<file path="src/rtl/jk_pkg.sv">
`timescale 1ns/1ps
// jk_pkg: shared definitions for the JK drive sequencer.
//   - JK_* op codes, encoded as {J,K}
//   - state_t and ST_* state constants for the sequencer FSM
//   - jk_next(): characteristic function of a JK flip-flop
package jk_pkg;

  localparam logic [1:0] JK_HOLD   = 2'b00;
  localparam logic [1:0] JK_RESET  = 2'b01;
  localparam logic [1:0] JK_SET    = 2'b10;
  localparam logic [1:0] JK_TOGGLE = 2'b11;

  typedef logic [1:0] state_t;

  localparam state_t ST_IDLE   = 2'd0;
  localparam state_t ST_DRIVE  = 2'd1;
  localparam state_t ST_SETTLE = 2'd2;

  // Next Q of a JK flip-flop, given the current Q and the {J,K} drive.
  function automatic logic jk_next(input logic q, input logic [1:0] op);
    logic n;
    case (op)
      JK_HOLD:   n = q;
      JK_RESET:  n = 1'b0;
      JK_SET:    n = 1'b1;
      default:   n = ~q;
    endcase
    return n;
  endfunction

endpackage

</file>
<file path="src/rtl/jk_drive_sequencer.sv">
`timescale 1ns/1ps
// jk_drive_sequencer: drives J/K of a downstream master-slave JK flip-flop
// with hold/reset/set/toggle commands for a programmed number of cycles,
// tracks the expected flip-flop output and checks it after the slave settles.
//
// Ports:
//   clk, rst          clock, synchronous active-high reset
//   cmd_valid/ready   command handshake (ready only in IDLE)
//   cmd_op            {J,K} op: 00 hold, 01 reset, 10 set, 11 toggle
//   cmd_len           drive length in cycles (0 = check only)
//   J, K              registered drive to the flip-flop
//   q_in              flip-flop slave Q
//   q_model           expected Q after all completed drive cycles
//   busy              high in DRIVE or SETTLE
//   done              one-cycle pulse at command completion
//   mismatch          one-cycle pulse with done when q_in != q_model
//   err_sticky        latched mismatch, cleared only by rst
module jk_drive_sequencer
  import jk_pkg::*;
#(
  parameter int CNT_W = 8
) (
  input  logic             clk,
  input  logic             rst,
  input  logic             cmd_valid,
  output logic             cmd_ready,
  input  logic [1:0]       cmd_op,
  input  logic [CNT_W-1:0] cmd_len,
  output logic             J,
  output logic             K,
  input  logic             q_in,
  output logic             q_model,
  output logic             busy,
  output logic             done,
  output logic             mismatch,
  output logic             err_sticky
);

  state_t           r_state;
  state_t           w_state_nxt;
  logic [CNT_W-1:0] r_cnt;
  logic [1:0]       r_op;
  logic [1:0]       w_op_nxt;
  logic             r_ready;
  logic             r_busy;
  logic             r_j;
  logic             r_k;
  logic             r_q;
  logic             r_done;
  logic             r_mis;
  logic             r_err;
  logic             w_accept;
  logic             w_check_bad;

  // r_ready is only ever 1 while r_state is IDLE, so it alone qualifies accept.
  assign w_accept    = r_ready & cmd_valid;
  assign w_op_nxt    = w_accept ? cmd_op : r_op;
  assign w_check_bad = (r_state == ST_SETTLE) && (q_in != r_q);

  always_comb begin
    w_state_nxt = r_state;
    case (r_state)
      ST_IDLE: begin
        if (w_accept) begin
          w_state_nxt = (cmd_len == '0) ? ST_SETTLE : ST_DRIVE;
        end
      end
      ST_DRIVE: begin
        // Exit on 1 so the counter never wraps below zero.
        if (r_cnt <= CNT_W'(1)) begin
          w_state_nxt = ST_SETTLE;
        end
      end
      default: w_state_nxt = ST_IDLE;
    endcase
  end

  always_ff @(posedge clk) begin
    if (rst) begin
      r_state <= ST_IDLE;
      r_cnt   <= '0;
      r_ready <= 1'b0;
      r_busy  <= 1'b0;
      r_j     <= 1'b0;
      r_k     <= 1'b0;
      r_q     <= 1'b0;
      r_done  <= 1'b0;
      r_mis   <= 1'b0;
      r_err   <= 1'b0;
    end else begin
      r_state <= w_state_nxt;
      r_ready <= (w_state_nxt == ST_IDLE);
      r_busy  <= (w_state_nxt != ST_IDLE);

      if (w_accept) begin
        r_op  <= cmd_op;
        r_cnt <= cmd_len;
      end else if (r_state == ST_DRIVE) begin
        // Each DRIVE edge is one completed drive cycle seen by the flip-flop.
        r_cnt <= r_cnt - CNT_W'(1);
        r_q   <= jk_next(r_q, r_op);
      end

      // J/K follow the state being entered so they are valid for its whole cycle.
      {r_j, r_k} <= (w_state_nxt == ST_DRIVE) ? w_op_nxt : 2'b00;

      // The slave latch updated at the SETTLE negedge, so q_in is final here.
      r_done <= (r_state == ST_SETTLE);
      r_mis  <= w_check_bad;
      if (w_check_bad) begin
        r_err <= 1'b1;
      end
    end
  end

  assign cmd_ready  = r_ready;
  assign busy       = r_busy;
  assign J          = r_j;
  assign K          = r_k;
  assign q_model    = r_q;
  assign done       = r_done;
  assign mismatch   = r_mis;
  assign err_sticky = r_err;

endmodule

</file>
<file path="config.mk">
export PLATFORM = sky130hd
export DESIGN_NAME = jk_drive_sequencer
export DESIGN_NICKNAME = d
export VERILOG_FILES = /design/src/rtl/jk_pkg.sv /design/src/rtl/jk_drive_sequencer.sv
export SDC_FILE = /design/constraint.sdc
export NUM_CORES = 1
export LEC_CHECK = 0
export CORE_MARGIN = 4
export CORE_UTILIZATION = 40
export CTS_CLUSTER_SIZE = 28
export DETAILED_ROUTE_END_ITERATION = 10
export PLACE_DENSITY = 0.75
export SYNTH_ARGS = -nofsm -noshare
export SYNTH_HDL_FRONTEND = slang
export SYNTH_SLANG_ARGS = --single-unit
</file>
<file path="constraint.sdc">
create_clock -name clk -period 4.2 [get_ports clk]
set_input_delay 0.63 -clock clk [delete_from_list [all_inputs] [get_ports clk]]
set_output_delay 0.63 -clock clk [all_outputs]
set_load 0.03 [all_outputs]
</file>
==> parameters.txt, run 1 <==
Parameter                              Value

Cells and area
  Area of the multi-input gates    493 µm²
  Post-synthesis to final-layout area growth    29.4%
  Antenna diode count    0
  Fraction of the core area covered by cells at the end of the flow    55.2%
  Register Area    420 µm²
  Filler Cells Inserted    208
  Fraction of layout instances using a drive strength above 1    8.20%
  Final standard cell area without fillers    0.00123 mm²
  # nets final    141

Global routing
  Via count of the first global-routing pass    802
  Initial antenna violation count    0
  Maximum number of pins on one net before global-route repair    19
  Total GRT Usage    13.4%
  Global-route wire length before repair    3420 µm
  Remaining Overflow, GRT    0

Clock tree
  TritonCTS clock tree    built
  Number of buffers created by CTS    3
  Maximum count of clock buffers along a single path    2
  Post-CTS Setup Repair Bufs    0
  Total number of H-tree levels    1
  CTS clock-pin slew for the worst setup and hold paths    110 ps
  Clock sink total    20
  Post_cts resized    0
  Number of hold-repair buffers added at the cts stage    0
  Clock root buffer    sky130_fd_sc_hd__clkbuf_4
  Clock insertion delay at the later pin of the skew report    300 ps

Floorplan
  Effective utilization at floorplan    42.7%
  Site Rows    17
  Standard cell core area    0.00223 mm²
  Full die area    0.00323 mm²
  Die width    56.8 µm
  Die H    56.8 µm
  I/O pin cnt    22

Drt
  Total vias in the final route    839
  Routed wirelength normalized by instance count    14.2 µm
  Initial drt markers    21
  Total wirelength of the detailed-routed design    2130 µm
  Length of the first detailed-routing pass in iterations    4
  DR DRC count    0
  Number of routed nets with antenna violations    0
  Vias per cell    5.59

STA
  Final critical-path setup slack    2140 ps
  Slew of the pin with the lowest slew margin    592 ps
  Worst-case clock skew    3.45 ps
  Final number of hold-violating endpoints    0
  Worst hold slack    476 ps
  Share of the clock period used by the worst path    49.1%
  Final-report max-slew violation count    0
  Total Neg Setup Slack    0 ps
  Max transition margin    60.4%
  Number of failing setup endpoints in the final timing report    0
  Max Clock Freq    0.485 GHz
  Final worst path period need    2060 ps
  RSZ-0062 raised after global routing    false

Setup path
  Worst Setup End Kind    output port
  Critical Path RT    3570 ps
  Arrival time at the worst endpoint    1430 ps
  Critical path cell sequence    clkdlybuf4s50_1
  Largest fanout of any net on the critical path    6
  Maximum cell stage delay along the critical path    700 ps
  Worst Setup Start Kind    register
  Total buffers and inverters traversed by the critical path    1
  Kind of critical path    reg2out
  Critical path's slowest cell    sky130_fd_sc_hd__clkdlybuf4s50_1
  Dominant delay contributor by cell family on the critical path    buffers and inverters

Placed design
  HPWL reported at the end of detailed placement    1610 µm
  Worst setup slack before clock tree synthesis    1980 ps
  Global placement routability congestion    0.791
  Area after detailed placement    0.00118 mm²
  PortBufs    21

Yosys
  Post-Syn Instances    101
  Syn. warnings    0
  Fraction of synthesized cell area taken by the top area cell type    37.8%
  Number of flip-flops and latches in the synthesized netlist    20
  Dominant cells by area after synthesis    sky130_fd_sc_hd__dfxtp_1, sky130_fd_sc_hd__edfxtp_1, sky130_fd_sc_hd__a311oi_1
  Leading area contributor after synthesis    sky130_fd_sc_hd__dfxtp_1
  Summed instance area of the synthesized netlist    953 µm²
  Synthesized net count    119
  Mean Syn Cell Area    9.44 µm²
  Share of synthesized area occupied by flip-flops and latches    44.1%
  Count of unique library cells instantiated by Yosys    36

Run status
  Result of the run    finished, final reports clean

Pwr
  Static leakage power    0.455 nW
  Worst ir drop on vdd    0.000286 V
  Power per cell area    400 mW/mm²

Run
  Max Cap Viol    0

Worst hold path
  Worst Hold Class    reg2reg
-- metrics by stage --
step / power, mW / cells
2_1_floorplan: 0.302 / 101
3_3_place_gp: 0.339 / 146
3_5_place_dp: 0.343 / 146
4_1_cts: 0.497 / 150
5_1_grt: 0.520 / 150
6_report: 0.493 / 150
-- cell usage in the layout (no fill, tap or decap), drive strengths merged, types with 2 or more instances in the layout --
master / instances
a211oi: 2
a21boi: 3
a21oi: 2
a311oi: 6
and2: 2
clkbuf: 3
clkdlybuf4s50: 21
dfxtp: 18
edfxtp: 2
ha: 4
inv: 6
nand2: 3
nand3: 2
nand3b: 2
nor2: 10
nor3b: 3
nor4: 2
o21ai: 5
o31ai: 3
or3: 4
or4: 5
xor2: 2
-- final timing paths --
check | startpoint | slack [ps] | end | depth (start not counted)
worst max-delay path | cmd_ready$_SDFF_PP0_ | 2140 | cmd_ready | 1
worst min-delay path | err_sticky$_SDFFE_PP0P_ | 480 | err_sticky$_SDFFE_PP0P_ | 1
worst max register to register | r_state[0]$_SDFF_PP0_ | 2330 | r_cnt[7]$_SDFFE_PP0P_ | 3
worst min register to register | err_sticky$_SDFFE_PP0P_ | 480 | err_sticky$_SDFFE_PP0P_ | 1
-- Yosys cell counts --
| library cell | number |
|---|---|
| sky130_fd_sc_hd__nor4_1 | 2 |
| sky130_fd_sc_hd__nor3_1 | 1 |
| sky130_fd_sc_hd__nand3b_1 | 2 |
| sky130_fd_sc_hd__buf_2 | 2 |
| sky130_fd_sc_hd__and2_1 | 2 |
| sky130_fd_sc_hd__nor2_1 | 10 |
| sky130_fd_sc_hd__o21a_1 | 1 |
| sky130_fd_sc_hd__clkbuf_1 | 2 |
| sky130_fd_sc_hd__o31ai_1 | 3 |
| sky130_fd_sc_hd__or3_1 | 1 |
| sky130_fd_sc_hd__or4_2 | 1 |
| sky130_fd_sc_hd__or4b_4 | 1 |
| sky130_fd_sc_hd__a21boi_0 | 3 |
| sky130_fd_sc_hd__o21ai_0 | 5 |
| sky130_fd_sc_hd__a21o_1 | 1 |
| sky130_fd_sc_hd__or4_1 | 3 |
| sky130_fd_sc_hd__dfxtp_1 | 18 |
| sky130_fd_sc_hd__a211oi_1 | 2 |
| sky130_fd_sc_hd__nor2b_1 | 1 |
| sky130_fd_sc_hd__nor3b_1 | 3 |
| sky130_fd_sc_hd__nand3_1 | 2 |
| sky130_fd_sc_hd__o2111ai_1 | 1 |
| sky130_fd_sc_hd__or4_4 | 1 |
| sky130_fd_sc_hd__ha_1 | 4 |
| sky130_fd_sc_hd__a311oi_1 | 6 |
| sky130_fd_sc_hd__inv_1 | 6 |
| sky130_fd_sc_hd__nand2b_1 | 1 |
| sky130_fd_sc_hd__a31oi_1 | 1 |
| sky130_fd_sc_hd__edfxtp_1 | 2 |
| sky130_fd_sc_hd__xnor2_1 | 1 |
| sky130_fd_sc_hd__a21oi_1 | 2 |
| sky130_fd_sc_hd__or3_2 | 3 |
| sky130_fd_sc_hd__o21bai_1 | 1 |
| sky130_fd_sc_hd__xor2_1 | 2 |
| sky130_fd_sc_hd__o211ai_1 | 1 |
| sky130_fd_sc_hd__nand2_1 | 3 |
-- state kept, by name, summed over array words and instances (netlist names) --
signal	count
err_sticky	1
K	1
q_model	1
mismatch	1
busy	1
r_op	2
r_cnt	8
r_state	2
J	1
done	1
cmd_ready	1
-- where the power goes --
part | leakage [nW] | switching [mW] | internal, mW
Combinational | 0.259 | 0.0556 | 0.0533
Clock | 0.0279 | 0.0571 | 0.0964
Sequential | 0.167 | 0.0188 | 0.212
Total | 0.455 | 0.132 | 0.362
-- final cells by class --
| type | instances | area share, % |
|---|---|---|
| multi-input combinational | 71 | 40.0 |
| clock buffer | 3 | 1.83 |
| inverter | 6 | 1.83 |
| tap | 28 | 2.84 |
| sequential | 20 | 34.1 |
| clock inverter | 1 | 2.43 |
| timing repair buffer | 21 | 17.0 |
-- routing by layer --
metal / global-route usage (%) / up-vias / part of all wire (%)
li1: - / 417 / -
met1: 16.4 / 395 / 47
met2: 21.9 / 23 / 45
met3: 3.68 / 4 / 6.7
met4: 5.63 / 0 / 0.99
met5: 0 / - / 0
-- kinds of logic (layout without fill, tap and decap cells) --
group	Yosys count	in the layout	synth area share [%]
flops	20	20	44.1
fa+ha+maj	4	4	5.25
xor+xnor	3	3	2.76
compound gates	27	27	20.2
buf+inv	10	31	4.20
simple gates	37	37	23.5
Power figures use the tool's default switching activity.
==> inputs of run 2 (changes only) <==
Settings changed: PLACE_DENSITY 0.75 to 0.78.
Clock period 4.2 ns to 1.72 ns, I/O delays scaled along.
==> run 2 against run 1 <==
  * Clock-buffer cell count rose by 1
  * Hold slack improved by 53 ps
  * Register-to-register slack got worse by 2300 ps
  * Sequential power rose by 140%
  * Worst setup slack got worse by 2100 ps
==> parameters.txt, run 2 (synthesis results as in run 1) <==
Parameter                              Value

Setup path
  Reg2reg setup slack    20 ps (-2310 ps)
  Worst Setup Start Kind    register
  Reg2reg start    r_cnt[5]$_SDFFE_PP0P_
  Largest fanout of any net on the critical path    4 (-2)
  Critical Path RT    1940 ps (-1630 ps)
  Arrival time at the worst endpoint    1920 ps (+490 ps)
  Worst Setup End Kind    register
  Endpoint of the most critical register-to-register path    r_cnt[7]$_SDFFE_PP0P_
  Kind of critical path    reg2reg
  Worst R2R Path Depth    3 (unchanged)

Placed design
  Placed Cells incl. Taps    155 (+6.2%)
  HPWL reported at the end of detailed placement    1790 µm (+11%)
  Global placement routability congestion    0.762 (-3.7%)
  PortBufs    21 (unchanged)

Cells and area
  Area of the multi-input gates    533 µm² (+8.1%)
  Register Area    423 µm² (+0.60%)
  Most common library cell in the layout ignoring fill and taps    sky130_fd_sc_hd__clkdlybuf4s50_1
  Leading cell types in the layout, fill and taps excluded    sky130_fd_sc_hd__clkdlybuf4s50_1, sky130_fd_sc_hd__dfxtp_1, sky130_fd_sc_hd__buf_4
  Post-synthesis to final-layout area growth    41.1%
  Max FFs per register    8 (unchanged)
  Antenna diode count    0 (unchanged)
  Filler Cells Inserted    199 (-4.3%)
  Biggest regs    r_cnt: 8 flops, r_op: 2 flops, r_state: 2 flops
  Filler-free cell count of the finished design    161 (+7.3%)
  # nets final    152 (+7.8%)
  Fraction of layout instances using a drive strength above 1    22.6% (+14 points)
  Register name with the most flops    r_cnt

Clock tree
  CTS clock-pin slew for the worst setup and hold paths    110 ps (about the same)
  Clock root buffer    sky130_fd_sc_hd__clkbuf_4
  Maximum count of clock buffers along a single path    2 (unchanged)
  Number of buffers created by CTS    3 (unchanged)
  Total number of H-tree levels    1 (unchanged)
  TritonCTS clock tree    built
  Clock sink total    20 (unchanged)
  Clock insertion delay at the later pin of the skew report    310 ps (about the same)

Floorplan
  Full die area    0.00323 mm² (unchanged)
  Die width    56.8 µm (unchanged)
  Effective utilization at floorplan    42.7% (unchanged)
  I/O pin cnt    22 (unchanged)
  Die H    56.8 µm (unchanged)
  Standard cell core area    0.00223 mm² (unchanged)
  Site Rows    17 (unchanged)

Worst hold path
  Worst hold start    cmd_len[1]
  Worst Hold Path EP    r_cnt[1]$_SDFFE_PP0P_
  Worst Hold Class    in2reg
  Hold path cells    3 (+2)

Run
  Max Cap Viol    0 (unchanged)

Drt
  Routed wirelength normalized by instance count    15.0 µm (+5.3%)
  Total vias in the final route    926 (+10%)
  Initial drt markers    15 (-29%)
  DR DRC count    0 (unchanged)
  Number of routed nets with antenna violations    0 (unchanged)
  Total wirelength of the detailed-routed design    2410 µm (+13%)
  Length of the first detailed-routing pass in iterations    4 (unchanged)
  Vias per cell    5.75 (+2.8%)

Run status
  Result of the run    finished, final reports clean

STA
  Max Clock Freq    0.588 GHz
  Slew of the pin with the lowest slew margin    314 ps (-278 ps)
  Max transition margin    79.0% (+19 points)
  Number of failing setup endpoints in the final timing report    0 (unchanged)
  Final number of hold-violating endpoints    0 (unchanged)
  RSZ-0062 raised after global routing    true
  Final-report max-slew violation count    0 (unchanged)
  Final worst path period need    1700 ps
  Share of the clock period used by the worst path    98.8%
  Worst-case clock skew    5.14 ps (+1.69 ps)

Global routing
  Global-route wire length before repair    3930 µm (+15%)
  Remaining Overflow, GRT    0 (unchanged)
  Initial antenna violation count    0 (unchanged)
  Via count of the first global-routing pass    886 (+10%)
  Maximum number of pins on one net before global-route repair    12 (-7)
  Total GRT Usage    15.4% (+2.0 points)

Pwr
  Total power    1.17 mW (+140%)
  Worst ir drop on vdd    0.000602 V (+110%)
  Power per cell area    873 mW/mm² (+120%)
  Static leakage power    0.519 nW (+14%)
==> run 2: cell types whose count changed in the layout (fill, tap and decap cells not counted), moves of 2 or more <==
cell and delta:
sky130_fd_sc_hd__dfxtp_2 +2, sky130_fd_sc_hd__a311oi_1 -5, sky130_fd_sc_hd__a311oi_2 +5, sky130_fd_sc_hd__dfxtp_1 -2
sky130_fd_sc_hd__buf_4 +11
==> run 2: through the flow <==
stage / setup WS, ps / setup TNS, ps / cell area, µm² / hold slack [ps] / utilization [%]
6_report: 20.2 / 0 / 1350 / 529 / 60.2
5_1_grt: -19.1 / -22.6 / 1350 / 543 / 60.2
4_1_cts: 7.04 / 0 / 1290 / 531 / 57.9
3_5_place_dp: -106 / -238 / 1250 / 512 / 55.9
3_3_place_gp: -46.8 / -104 / 1250 / 438 / 55.9
2_1_floorplan: 45.7 / 0 / 953 / 330 / -
==> run 2: how the worst max path moves through the flow <==
stage / start / endpoint / cells after the start
after floorplan: r_cnt[2]$_SDFFE_PP0P_ / r_cnt[7]$_SDFFE_PP0P_ / 3
after global placement: cmd_len[4] / J$_SDFF_PP0_ / 4
after detailed placement: cmd_len[4] / J$_SDFF_PP0_ / 4
after CTS: r_cnt[2]$_SDFFE_PP0P_ / r_cnt[6]$_SDFFE_PP0P_ / 3
after global routing: r_cnt[5]$_SDFFE_PP0P_ / r_cnt[7]$_SDFFE_PP0P_ / 3
final: r_cnt[5]$_SDFFE_PP0P_ / r_cnt[7]$_SDFFE_PP0P_ / 3
==> run 2: cell type report <==
| class | instances | share of cell area (%) |
|---|---|---|
| inverters | 6 | 1.67 |
| repair buffers | 32 | 22.0 |
| flip-flops and latches | 20 | 31.4 |
| clock buffers | 4 | 2.70 |
| multi-input cells | 71 | 39.6 |
| well taps | 28 | 2.60 |
==> run 2: metal layers <==
| metal | part of all wire, % | global-route usage [%] | vias up |
|---|---|---|---|
| li1 | - | - | 443 |
| met1 | 42 | 18.2 | 432 |
| met2 | 48 | 27.7 | 46 |
| met3 | 8.1 | 2.76 | 5 |
| met4 | 1.7 | 4.97 | 0 |
| met5 | 0 | 0 | - |
==> run 2: where the power goes <==
| group | internal (mW) | switching, mW |
|---|---|---|
| sequential | 0.519 | 0.0355 |
| combinational | 0.175 | 0.171 |
| clock | 0.129 | 0.144 |
| total | 0.823 | 0.351 |
==> run 2: critical path, cell delays in order, from the launching register on <==
cell,delay [ps]
sky130_fd_sc_hd__dfxtp_2,340
sky130_fd_sc_hd__or4_4,550
sky130_fd_sc_hd__or4_4,490
sky130_fd_sc_hd__a311oi_2,230
==> run 2: what timing repair did <==
action,in CTS,in global routing
resized for setup,2,8
hold buffers,0,0
setup buffers,0,2
pin swaps,3,5
endpoints found under the setup margin,2,5
